$ cat src/rtl/alu_seq_add_if.sv
// Bundle between the byte-serial add/sub sequencer and its client plus external 8-bit adder.
// master: client drives start/sub/cin/op_a/op_b and adder result ad_s/ad_cv; slave: sequencer.
interface alu_seq_add_if #(
  parameter int NBYTE = 2
);
  localparam int W = NBYTE * 8;

  logic         start;
  logic         sub;
  logic         cin;
  logic [W-1:0] op_a;
  logic [W-1:0] op_b;

  logic [7:0]   ad_a;
  logic [7:0]   ad_b;
  logic [7:0]   ad_c;
  logic [7:0]   ad_s;
  logic [7:0]   ad_cv;

  logic         busy;
  logic         done;
  logic [W-1:0] res;
  logic         carry;
  logic         aux_c;
  logic         zero;

  modport master (
    output start, sub, cin, op_a, op_b,
    output ad_s, ad_cv,
    input  ad_a, ad_b, ad_c,
    input  busy, done, res, carry, aux_c, zero
  );

  modport slave (
    input  start, sub, cin, op_a, op_b,
    input  ad_s, ad_cv,
    output ad_a, ad_b, ad_c,
    output busy, done, res, carry, aux_c, zero
  );
endinterface

$ cat src/rtl/alu_seq_add.sv
// Multi-byte add/sub sequencer sharing one external 8-bit adder, LSB byte first.
// Ports: clk, rst_n (sync, active-low), bus (alu_seq_add_if.slave). Option: ALU_SEQ_SUB_EN.
module alu_seq_add #(
  parameter int NBYTE = 2
) (
  input  logic           clk,
  input  logic           rst_n,
  alu_seq_add_if.slave   bus
);
  localparam int W  = NBYTE * 8;
  localparam int KW = (NBYTE > 1) ? $clog2(NBYTE) : 1;

  localparam logic [1:0] S_IDLE = 2'd0;
  localparam logic [1:0] S_RUN  = 2'd1;
  localparam logic [1:0] S_DONE = 2'd2;

  logic [1:0]    state;
  logic [KW-1:0] k;
  logic [W-1:0]  a_q;
  logic [W-1:0]  b_q;
  logic          cin_q;
  logic          crg;
  logic          ac_q;
  logic          carry_q;
  logic          zero_q;
  logic [W-1:0]  res_q;
  logic [W-1:0]  res_nxt;

  logic          run;
  logic          last;
  logic          accept;
  logic [7:0]    a_byte;
  logic [7:0]    b_byte;
  logic          cin0;
  logic          c_in;
  logic          carry_out;

  // Only bits 7 and 3 of the carry vector matter.
  logic          unused_cv;
  assign unused_cv = ^{bus.ad_cv[6:4], bus.ad_cv[2:0]};

  assign run    = (state == S_RUN);
  assign last   = (k == KW'(NBYTE - 1));
  assign accept = bus.start && (state != S_RUN);

  assign a_byte = a_q[k*8 +: 8];

`ifdef ALU_SEQ_SUB_EN
  logic sub_q;

  assign b_byte    = b_q[k*8 +: 8] ^ {8{sub_q}};
  assign cin0      = sub_q | cin_q;
  // Subtract reports borrow, the inverse of the final carry.
  assign carry_out = bus.ad_cv[7] ^ sub_q;
`else
  logic unused_sub;
  assign unused_sub = bus.sub;

  assign b_byte    = b_q[k*8 +: 8];
  assign cin0      = cin_q;
  assign carry_out = bus.ad_cv[7];
`endif

  assign c_in = (k == '0) ? cin0 : crg;

  assign bus.ad_a = run ? a_byte : 8'h00;
  assign bus.ad_b = run ? b_byte : 8'h00;
  assign bus.ad_c = {7'b0, run & c_in};

  // Result with the current byte merged, so Z sees the final value.
  always_comb begin
    res_nxt           = res_q;
    res_nxt[k*8 +: 8] = bus.ad_s;
  end

  always_ff @(posedge clk) begin
    if (!rst_n) begin
      state   <= S_IDLE;
      k       <= '0;
      a_q     <= '0;
      b_q     <= '0;
      cin_q   <= 1'b0;
      crg     <= 1'b0;
      ac_q    <= 1'b0;
      carry_q <= 1'b0;
      zero_q  <= 1'b0;
      res_q   <= '0;
`ifdef ALU_SEQ_SUB_EN
      sub_q   <= 1'b0;
`endif
    end else begin
      unique case (state)
        S_IDLE, S_DONE: begin
          if (accept) begin
            a_q   <= bus.op_a;
            b_q   <= bus.op_b;
            cin_q <= bus.cin;
`ifdef ALU_SEQ_SUB_EN
            sub_q <= bus.sub;
`endif
            k     <= '0;
            state <= S_RUN;
          end else begin
            state <= S_IDLE;
          end
        end
        S_RUN: begin
          res_q[k*8 +: 8] <= bus.ad_s;
          crg             <= bus.ad_cv[7];
          if (k == '0) begin
            ac_q <= bus.ad_cv[3];
          end
          if (last) begin
            carry_q <= carry_out;
            zero_q  <= (res_nxt == '0);
            state   <= S_DONE;
          end else begin
            k <= k + 1'b1;
          end
        end
        default: state <= S_IDLE;
      endcase
    end
  end

  assign bus.busy  = run;
  assign bus.done  = (state == S_DONE);
  assign bus.res   = res_q;
  assign bus.carry = carry_q;
  assign bus.aux_c = ac_q;
  assign bus.zero  = zero_q;
endmodule
$ cat src/flat_wrapper.sv
// flat-port wrapper written by rule: the top's interface ports become plain ports
module alu_seq_add_flat 
#(
  parameter int NBYTE = 2
)
  (clk, rst_n, bus_start, bus_sub, bus_cin, bus_op_a, bus_op_b, bus_ad_s, bus_ad_cv, bus_ad_a, bus_ad_b, bus_ad_c, bus_busy, bus_done, bus_res, bus_carry, bus_aux_c, bus_zero);
  alu_seq_add_if #(.NBYTE(NBYTE)) bus_i ();
  input  logic clk;
  input  logic rst_n;
  input wire logic [$bits(bus_i.start)-1:0] bus_start;
  input wire logic [$bits(bus_i.sub)-1:0] bus_sub;
  input wire logic [$bits(bus_i.cin)-1:0] bus_cin;
  input wire logic [$bits(bus_i.op_a)-1:0] bus_op_a;
  input wire logic [$bits(bus_i.op_b)-1:0] bus_op_b;
  input wire logic [$bits(bus_i.ad_s)-1:0] bus_ad_s;
  input wire logic [$bits(bus_i.ad_cv)-1:0] bus_ad_cv;
  output wire logic [$bits(bus_i.ad_a)-1:0] bus_ad_a;
  output wire logic [$bits(bus_i.ad_b)-1:0] bus_ad_b;
  output wire logic [$bits(bus_i.ad_c)-1:0] bus_ad_c;
  output wire logic [$bits(bus_i.busy)-1:0] bus_busy;
  output wire logic [$bits(bus_i.done)-1:0] bus_done;
  output wire logic [$bits(bus_i.res)-1:0] bus_res;
  output wire logic [$bits(bus_i.carry)-1:0] bus_carry;
  output wire logic [$bits(bus_i.aux_c)-1:0] bus_aux_c;
  output wire logic [$bits(bus_i.zero)-1:0] bus_zero;
  assign bus_i.start = bus_start;
  assign bus_i.sub = bus_sub;
  assign bus_i.cin = bus_cin;
  assign bus_i.op_a = bus_op_a;
  assign bus_i.op_b = bus_op_b;
  assign bus_i.ad_s = bus_ad_s;
  assign bus_i.ad_cv = bus_ad_cv;
  assign bus_ad_a = bus_i.ad_a;
  assign bus_ad_b = bus_i.ad_b;
  assign bus_ad_c = bus_i.ad_c;
  assign bus_busy = bus_i.busy;
  assign bus_done = bus_i.done;
  assign bus_res = bus_i.res;
  assign bus_carry = bus_i.carry;
  assign bus_aux_c = bus_i.aux_c;
  assign bus_zero = bus_i.zero;
  alu_seq_add #(.NBYTE(NBYTE)) u_core (.clk(clk), .rst_n(rst_n), .bus(bus_i));
endmodule
$ cat config.mk
export PLATFORM = sky130hd
export DESIGN_NAME = alu_seq_add_flat
export DESIGN_NICKNAME = d
export VERILOG_FILES = /design/src/rtl/alu_seq_add_if.sv /design/src/rtl/alu_seq_add.sv /design/src/flat_wrapper.sv
export SDC_FILE = /design/constraint.sdc
export NUM_CORES = 1
export LEC_CHECK = 0
export ABC_AREA = 1
export CORE_MARGIN = 10
export CORE_UTILIZATION = 46
export CTS_BUF_LIST = sky130_fd_sc_hd__clkbuf_8 sky130_fd_sc_hd__clkbuf_16
export DETAILED_ROUTE_END_ITERATION = 8
export PLACE_DENSITY = 0.93
export SYNTH_ARGS = -nofsm -noshare
export SYNTH_HDL_FRONTEND = slang
export SYNTH_SLANG_ARGS = --single-unit
$ cat constraint.sdc
create_clock -name clk -period 3.1 [get_ports clk]
set_clock_uncertainty 0.2 [all_clocks]
set_input_delay 0.465 -clock clk [delete_from_list [all_inputs] [get_ports clk]]
set_output_delay 0.465 -clock clk [all_outputs]
set_load 0.02 [all_outputs]
# After elaboration in Yosys (flattened, before gate mapping)
# Cells that the tools add are included.
word_totals:
  ff_bits: 56
  wordCells: 42
op_classes:
  add_sub_neg: 2
  eq_ne: 5
  shifts: 4
  muxes: 10
  n_bitwise: 2
  reduce_logical: 9
op_table:
  columns: ["cell", "n"]
  rows:
  - ["$neg 4->34", 1]
  - ["$shift 8x34->16 const A", 1]
  - ["$shiftx 8x34->16", 1]
  - ["$shiftx 16x5->8", 2]
  - ["$bwmux 16", 1]
  - ["$logic_not 16->1", 1]
  - ["$mux 8", 2]
  - ["$reduce_and 2->1", 4]
  - ["$ne 2x1->1 const B", 3]
  - ["$mux 1", 4]
  - ["$pmux 2 s2", 1]
  - ["$eq 2x1->1 const B", 1]
  - ["$eq 2x2->1 const B", 1]
  - ["$logic_not 2->1", 1]
  - ["$mux 2", 1]
  - ["$pmux 1 s2", 1]
  - ["$reduce_bool 2->1", 1]
  - ["$reduce_or 2->1", 1]
  - ["$add 1x1->1 const B", 1]
  - ["$and 1x1->1", 1]
  - ["$logic_and 1x1->1", 1]
  - ["$not 1->1", 1]

# Longest topological paths before layout
# Gate-level depths: netlist of run 1.
depth:
  depth_word: 4
  mapped_depth: 8

# Worst setup path after synthesis of run 1
# No wires, ideal clock.
synth_timing:
  path_type: "flip-flop to output port"
  startpoint: "reg u_core.k"
  endpoint: "out bus_ad_a[0]"
  arrival_time_ns: 1.112
  required_ns: 2.435
  setup_slack_ns: 1.323
  stages_incl_launch_ff: 5
  cell_sequence: "dfxtp_1 -> buf_4 -> buf_4 -> nand2_1 -> a21oi_1"
synth_between:
  elab_chain_len: 2
synth_rtl:
  columns: ["item", "line", "text"]
  rows:
  - ["start: declaration", "alu_seq_add.sv:18", "logic [KW-1:0] k;"]
  - ["start signal: assignment", "alu_seq_add.sv:118", "k <= k + 1'b1;"]
  - ["$shiftx 16x5->8", "alu_seq_add.sv:46", "assign a_byte = a_q[k*8 +: 8];"]
  - ["$mux 8", "alu_seq_add.sv:66", "assign bus.ad_a = run ? a_byte : 8'h00;"]
  - ["end: declaration", "flat_wrapper.sv:17", "output wire logic [$bits(bus_i.ad_a)-1:0] bus_ad_a;"]
# No other way between the ends.

# Worst setup path after layout of run 1
layout_timing:
  startpoint: "reg u_core.k"
  endpoint: "out bus_ad_a[6]"
# Same word-level chain as after synthesis.

==> results of run 1 <==
-- where the power goes --
group / leakage, nW / internal [mW] / switching, mW
combinational: 0.800 / 0.151 / 0.186
clock: 0.0593 / 0.237 / 0.233
sequential: 0.462 / 0.774 / 0.0293
total: 1.32 / 1.16 / 0.448
-- routing by layer --
| metal | vias up | part of all wire | GRT usage |
|---|---|---|---|
| li1 | 1180 | - | - |
| met1 | 1049 | 0.42 | 0.176 |
| met2 | 79 | 0.48 | 0.267 |
| met3 | 5 | 0.092 | 0.0686 |
| met4 | 0 | 0.0071 | 0.0334 |
| met5 | - | 0 | 0 |
-- cell families (layout without fill, tap and decap cells) --
group                  count (synthesis)  after routing  share of synthesized area
AO/OA/AOI/OAI                         74             74                      0.181
flip-flops                            56             56                      0.460
buffers and inverters                 54            123                      0.117
AND/OR/NAND/NOR                      147            147                      0.240
other                                  1              7                    0.00154
-- stage by stage --
stage / cell area, µm² / instances / util / setup slack [ps]
2_1_floorplan: 2460 / 338 / - / 1320
3_3_place_gp: 3230 / 469 / 0.633 / 641
3_5_place_dp: 3230 / 469 / 0.633 / 622
4_1_cts: 3340 / 477 / 0.654 / 267
5_1_grt: 3340 / 477 / 0.654 / 177
6_report: 3340 / 477 / 0.654 / 281
-- final timing paths --
kind	endpoint	startpoint	depth (start not counted)	slack, ps
max	bus_ad_a[6]	u_core.k	4	280
min	u_core.bus.carry	u_core.bus.carry	2	270
max reg2reg	u_core.b_q[4]	u_core.state[0]	5	1490
min reg2reg	u_core.bus.carry	u_core.bus.carry	2	270
-- critical path, cell delays in order (launching register included) --
cell and delay (ps):
dfxtp_1 410, inv_2 330, nand2_4 230, o22ai_2 220, clkdlybuf4s50_1 640
-- registers in the layout, indices dropped and copies added (netlist names) --
register	cells
u_core.bus.zero	1
u_core.bus.res	16
u_core.state	2
u_core.bus.aux_c	1
u_core.a_q	16
u_core.bus.carry	1
u_core.cin0	1
u_core.b_q	16
u_core.k	1
u_core.crg	1
-- cell type report --
cell class                 instances  share of cell area
multi-input combinational        228               0.315
clock inverter                     3              0.0116
timing repair buffer              88               0.260
inverter                          27              0.0307
clock buffer                       5              0.0206
sequential                        56               0.336
tap                               70              0.0262
-- Yosys cell counts (3+ instances only) --
cell / number
nand3_1: 10
buf_4: 13
nor2_1: 79
nand2_1: 53
buf_6: 3
a21oi_1: 22
a211oi_2: 8
clkbuf_1: 3
o21ai_1: 3
dfxtp_1: 56
buf_2: 8
inv_1: 25
o21ai_0: 39
-- cells in the final DEF (no fill, tap or decap) --
cell             netlist  routed
o21ai_1                3       3
a21oi_2                1       1
o22ai_2                1       1
bufinv_16              0       1
o21ai_0               39      39
buf_4                 13       5
conb_1                 1       7
clkdlybuf4s50_1        0      83
nor2_1                79      79
nor2_2                 1       1
dfxtp_1               56      56
clkinv_2               1       2
nand4_1                1       1
nand3_2                1       1
clkbuf_8               0       5
a211oi_2               8       8
nand2_1               53      53
nand3_1               10      10
a21oi_1               22      22
inv_2                  1       1
nand2_2                1       1
nand2_4                1       1
inv_1                 25      26
==> out/metrics.yaml, run 1 <==
ys_dominant_reg_cell: "dfxtp_1"
post_cts_hold_buffer_count: 0
netlist_top_cells_area: "dfxtp_1 46%, nor2_1 12%, nand2_1 8.2%"
clock_path_buffers: 2
flow.area_growth_from_synthesis_pct: 37.1
worstPathMaxFanout: 19
timing.setup.critical_path_class: "reg2out"
drtIter0Drc: 100
drt-total-wl_um: 6720
area_taken_by_multi_input_logic_gates_um2: 1050
gp_routability_congestion: 0.890
number_of_global_route_vias_before_repair: 2359
design.die.area_um2: 8610
insertedDiodeCount: 0
synth_enable_flop_cells: 0
layout-drive-gt1-share: 0.0688
place.port_buffers: 83
syn_area_per_cell_um2: 7.34
first_pass_grt_wire_length_um: 11200
post-dp-hpwl_um: 5090
tritoncts_num_sinks: 56
hold_ws_ps: 270
initial_utilization: 0.477
drt-vias-per-instance: 4.85
power.leakage_nw: 1.32
synth_largest_type_area_fraction: 0.460
grt_setup_unrepaired: "false"
timing.critical_path.to_type: "output port"
cts.root.buffer_cell: "clkbuf_8"
worstMarginPinSlew_ps: 893
p_per_area_nw_per_um2: 482
regArea_um2: 1120
f_max_mhz: 355
critical_path_required_ps: 2430
core_area_um2: 5110
synth-warning-count: 0
number_of_antenna_violations_at_the_first_check_in_global_routing: 0
finalPower_mw: 1.61
peakVddDrop_mv: 0.261
post_synthesis_cell_count: 332
placementRows: 26
grt_use_total: 0.157
clk_transition_reported_paths_ps: 100
final.fill_count: 441
num_io_pins: 98
synth.cell_area_um2: 2440
largest_net_degree_at_the_start_of_global_routing: 38
fin_crit_sh: 0.909
setup_tns_ps: 0
route.antenna.remaining_nets: 0
synth.largest_area_cell: "dfxtp_1"
max-slew-margin-rel: 0.404
crit_path_time_final_ps: 2820
nets: 459
die_h_um: 92.8
yosysSeqAreaShare: 0.460
drtPass1Iterations: 5
ys_ff_latch: 56
run_status: "complete, no violations"
finalHoldViolations: 0
clock_latency_reported_for_the_late_side_of_the_worst_skew_pair_ps: 310
cts-htree-levels: 2
synth_async_sr_flop_share: 0
postCtsSetupBuffers: 0
crit_arrival_ps: 2150
post-route-drc-count: 0
cts_tree: "built"
timing_max_transition_violations_final: 0
global_route.overflow_total: 0
post_cts.resized_instances: 0
critical_path.startpoint_type: "flip-flop"
detailroute.via_count: 2313
die-width_um: 92.8
timing.hold.worst.class: "reg2reg"
route.detailed.wl_per_inst_um: 14.1
synth.lib_cells_used.distinct: 23
cts_made_buffers: 5
report.final.setup_viol: 0
maxCapViolations: 0
No activity file was read; power rests on OpenSTA's default activity.
==> inputs of run 2 (changes only) <==
- CAP_MARGIN: not set -> 40
- CORE_UTILIZATION: 46 -> 48
- CTS_BUF_LIST: sky130_fd_sc_hd__clkbuf_8 sky130_fd_sc_hd__clkbuf_16 -> sky130_fd_sc_hd__clkbuf_4 sky130_fd_sc_hd__clkbuf_8
- PLACE_DENSITY: 0.93 -> 0.95
==> run 2 against run 1 <==
Effect of this change: sequential cell count unchanged; highest routed layer unchanged; global-route usage about the same; register-to-register slack improved by 20 ps; largest cell class unchanged; largest power group unchanged; first-iteration DRC count increased by 1.0%.
==> out/metrics.yaml, run 2 (synthesized netlist as in run 1, its figures left out) <==
detailroute.via_count: 2312
clk_transition_reported_paths_ps: 90
post-route-drc-count: 0
route.detailed.wl_per_inst_um: 13.9
path_cells: "inv_2 > nand2_4 > o22ai_2 > clkdlybuf4s50_1"
placed_cell_area_um2: 3240
drtIter0Drc: 101
cts-htree-levels: 2
final_util: 0.698
min-delay-start: "u_core.bus.aux_c"
nets: 459
max-slew-margin-rel: 0.612
grt_setup_unrepaired: "false"
p_per_area_nw_per_um2: 491
critical_path.max_stage_delay_ps: 650
route.antenna.remaining_nets: 0
die-width_um: 91.3
drt-total-wl_um: 6590
critical-path-top-delay-family: "buffers and inverters"
first_pass_grt_wire_length_um: 11100
tritoncts_num_sinks: 56
gp_routability_congestion: 0.841
drt-vias-per-instance: 4.88
critical_path_required_ps: 2430
finalPower_mw: 1.65
setup_tns_ps: 0
final.fill_count: 406
worstMarginPinSlew_ps: 581
post-dp-hpwl_um: 4920
regToRegStartpoint: "u_core.k"
fin_crit_sh: 0.871
postCtsSetupBuffers: 0
final_design_area_no_fill_um2: 3360
insertedDiodeCount: 0
die_h_um: 91.3
timing_max_transition_violations_final: 0
timing.critical_path.to_type: "output port"
flow.area_growth_from_synthesis_pct: 38.0
power.leakage_nw: 1.33
crit_arrival_ps: 2040
r2r.worst_path.cells: 7
finalHoldViolations: 0
core_area_um2: 4820
drtPass1Iterations: 4
cp_num_buf_inv: 2
layout-drive-gt1-share: 0.0713
critical_path.startpoint_type: "flip-flop"
layout_commonest_cell: "clkdlybuf4s50_1"
crit_path_time_final_ps: 2700
f_max_mhz: 370
placementRows: 25
cts.root.buffer_cell: "clkbuf_8"
cts_tree: "built"
whs_path_depth: 2
worst_hold_endpoint: "u_core.bus.aux_c"
cts_made_buffers: 5
initial_utilization: 0.506
place.port_buffers: 83
critPathSlowestCell: "clkdlybuf4s50_1"
critical_path.reg2reg.endpoint: "u_core.bus.zero"
design.die.area_um2: 8330
clock_path_buffers: 2
report.final.setup_viol: 0
clock_latency_reported_for_the_late_side_of_the_worst_skew_pair_ps: 310
largest_net_degree_at_the_start_of_global_routing: 38
run_status: "complete, no violations"
global_route.overflow_total: 0
timing.setup.critical_path_class: "reg2out"
worstPathMaxFanout: 19
peakVddDrop_mv: 0.257
maxCapViolations: 0
num_io_pins: 98
reg2reg_slack_ps: 1510
number_of_global_route_vias_before_repair: 2356
post_cts_hold_buffer_count: 0
grt_use_total: 0.157
number_of_antenna_violations_at_the_first_check_in_global_routing: 0
post_cts.resized_instances: 0
timing.hold.worst.class: "reg2reg"
most_used_cells_in_the_layout_excluding_fill_and_tap_cells: "83 x clkdlybuf4s50_1, 79 x nor2_1, 56 x dfxtp_1"
-- run 2: worst max path at each step --
stage	end	cells after the start	startpoint	slack (ps)
CTS	bus_ad_a[6]	4	u_core.k	370
floorplan	bus_ad_a[0]	4	u_core.k	1320
global route	bus_ad_a[6]	4	u_core.k	290
detailed placement	bus_ad_a[6]	4	u_core.k	710
global placement	bus_ad_a[6]	4	u_core.k	730
finish	bus_ad_a[6]	4	u_core.k	400
-- run 2: area by class of cell --
type                    instances  area [µm²]  area share
clock inverters                 1        30.0     0.00893
inverters                      27         103      0.0305
flip-flops and latches         56        1120       0.333
repair buffers                 88         876       0.260
multi-input cells             228        1050       0.313
clock buffers                   7        96.3      0.0286
well taps                      67        83.8      0.0249
-- run 2: worst min-delay path, cell delays in order, from the launching register on --
cell     delay [ps]
dfxtp_1         320
nand2_1          60
a21oi_1          50
-- run 2: report_power, final --
group	leakage, nW	total [mW]	switching (mW)	internal [mW]
logic	0.803	0.338	0.186	0.152
clock network	0.0645	0.514	0.228	0.285
registers	0.462	0.801	0.0276	0.774
-- run 2: routing by layer --
metal | routed length, µm | share of wire | global-route usage
met1 | 2640 | 0.40 | 0.171
met2 | 3190 | 0.48 | 0.269
met3 | 645 | 0.098 | 0.0716
met4 | 107 | 0.016 | 0.0405
met5 | 0 | 0 | 0
-- run 2: through the flow --
| stage | hold slack [ps] | cells | setup slack [ps] |
|---|---|---|---|
| detailed placement | 258 | 466 | 713 |
| global route | 307 | 474 | 291 |
| CTS | 271 | 474 | 372 |
| finish | 271 | 474 | 399 |
| floorplan | 245 | 338 | 1320 |
| global placement | 254 | 465 | 734 |
==> inputs of run 3 (changes only) <==
- CORE_UTILIZATION: 48 -> 39
- PLACE_DENSITY: 0.95 -> 0.82
==> run 3 against run 2 <==
Effect of this change: die area rose by 18%; register-to-register slack improved by 70 ps; largest power group unchanged; clock power fell by 7.2%; critical endpoint unchanged.
==> out/metrics.yaml, run 3 (synthesized netlist as in run 1, its figures left out) <==
post_cts.resized_instances: 0
cts.root.buffer_cell: "clkbuf_8"
grt_use_total: 0.136
pwr-share-seq: 0.495
drt-total-wl_um: 6810
drtPass1Iterations: 4
postCtsSetupBuffers: 0
cts_tree: "built"
p_comb_frac: 0.210
critical_path.max_stage_delay_ps: 660
route.detailed.wl_per_inst_um: 14.1
drtIter0Drc: 120
gp_routability_congestion: 0.803
cts_made_buffers: 5
most_used_cells_in_the_layout_excluding_fill_and_tap_cells: "83 x clkdlybuf4s50_1, 79 x nor2_1, 56 x dfxtp_1"
detailroute.via_count: 2337
design.die.area_um2: 9810
timing.hold.worst.class: "reg2reg"
placementRows: 28
peakVddDrop_mv: 0.314
layout-drive-gt1-share: 0.0735
cts-htree-levels: 2
critPathSlowestCell: "clkdlybuf4s50_1"
clock_latency_reported_for_the_late_side_of_the_worst_skew_pair_ps: 310
core_area_um2: 5990
p_sw_mw: 0.445
critical_path.startpoint_type: "flip-flop"
maxCapViolations: 0
path_cells: "inv_2 > nand2_4 > o22ai_2 > clkdlybuf4s50_1"
post-route-drc-count: 0
cp_num_buf_inv: 2
global_route.overflow_total: 0
worstPathMaxFanout: 19
timing.critical_path.depth: 4
crit_path_time_final_ps: 2780
critical_path.reg2reg.endpoint: "u_core.bus.res[5]"
r2r.worst_path.cells: 4
worstMarginPinSlew_ps: 585
setup_tns_ps: 0
timing_max_transition_violations_final: 0
power.leakage_nw: 1.33
report.final.setup_viol: 0
critical_path_required_ps: 2430
num_io_pins: 98
max-slew-margin-rel: 0.609
flow.area_growth_from_synthesis_pct: 37.8
post-dp-hpwl_um: 5020
initial_utilization: 0.407
first_pass_grt_wire_length_um: 11100
post_cts_hold_buffer_count: 0
clk_transition_reported_paths_ps: 100
insertedDiodeCount: 0
timing.critical_path.from: "u_core.k"
power.switching_fraction: 0.275
regToRegStartpoint: "u_core.k"
timing.critical_path.to_type: "output port"
drt-vias-per-instance: 4.84
tritoncts_num_sinks: 56
reg2reg_slack_ps: 1580
clock_path_buffers: 2
die_h_um: 99.1
p_per_area_nw_per_um2: 482
fin_crit_sh: 0.897
number_of_antenna_violations_at_the_first_check_in_global_routing: 0
largest_net_degree_at_the_start_of_global_routing: 32
timing.setup.critical_path_class: "reg2out"
internal_power_mw: 1.17
layout_commonest_cell: "clkdlybuf4s50_1"
finalHoldViolations: 0
crit_arrival_ps: 2120
hold_ws_ps: 275
number_of_global_route_vias_before_repair: 2397
critical-path-top-delay-family: "buffers and inverters"
f_max_mhz: 359
clockPowerShare: 0.295
route.antenna.remaining_nets: 0
die-width_um: 99.1
crit_end: "bus_ad_a[6]"
nets: 460
place.port_buffers: 83
grt_setup_unrepaired: "false"
run_status: "complete, no violations"
==> run 3: cell types whose count changed in the layout (fill, tap and decap cells not counted) <==
cell,delta
buf_8,-1
clkinv_2,+1
clkbuf_8,-2
buf_4,+2
clkbuf_4,+1
==> run 3: layer usage <==
layer	up-vias	wire length, µm	global-route usage
met3	4	886	0.0733
met2	91	3010	0.220
met1	1056	2860	0.153
met4	0	43	0.0331
met5	-	0	0
li1	1186	-	-
==> run 3: power by group through the flow <==
stage | sequential, mW | clock [mW] | combinational (mW)
floorplan | 0.829 | 0 | 0.196
global placement | 0.815 | 0 | 0.334
detailed placement | 0.818 | 0 | 0.342
CTS | 0.801 | 0.494 | 0.343
global route | 0.810 | 0.522 | 0.376
finish | 0.802 | 0.477 | 0.340
==> run 3: tightest hold or removal path: stages, from the launching register on <==
cell and delay, ps:
dfxtp_1 330, nand2_1 60, a21oi_1 50
==> run 3: how the worst min path moves through the flow <==
stage / start / end / slack (ps) / cells past startpoint
6_report: u_core.bus.aux_c / u_core.bus.aux_c / 270 / 2
5_1_grt: u_core.bus.aux_c / u_core.bus.aux_c / 300 / 2
4_1_cts: u_core.bus.aux_c / u_core.bus.aux_c / 280 / 2
3_5_place_dp: u_core.bus.carry / u_core.bus.carry / 260 / 2
3_3_place_gp: u_core.bus.aux_c / u_core.bus.aux_c / 250 / 2
2_1_floorplan: u_core.a_q[14] / u_core.a_q[14] / 250 / 2
==> run 3: final cells by class <==
cell class,count,area (µm²)
Clock buffer,6,76.3
Clock inverter,2,35.0
Fill cell,584,2630
Inverter,27,103
Multi-Input combinational cell,228,1050
Sequential cell,56,1120
Tap cell,75,93.8
Timing Repair Buffer,89,876
==> run 3: through the flow <==
stage	power [mW]	utilization	setup WS, ps	instance area, µm²	cells
finish	1.62	0.561	318	3360	483
global placement	1.15	0.542	668	3250	475
CTS	1.64	0.561	300	3360	483
detailed placement	1.16	0.542	653	3250	475
floorplan	1.02	-	1320	2460	338
global route	1.71	0.561	196	3360	483
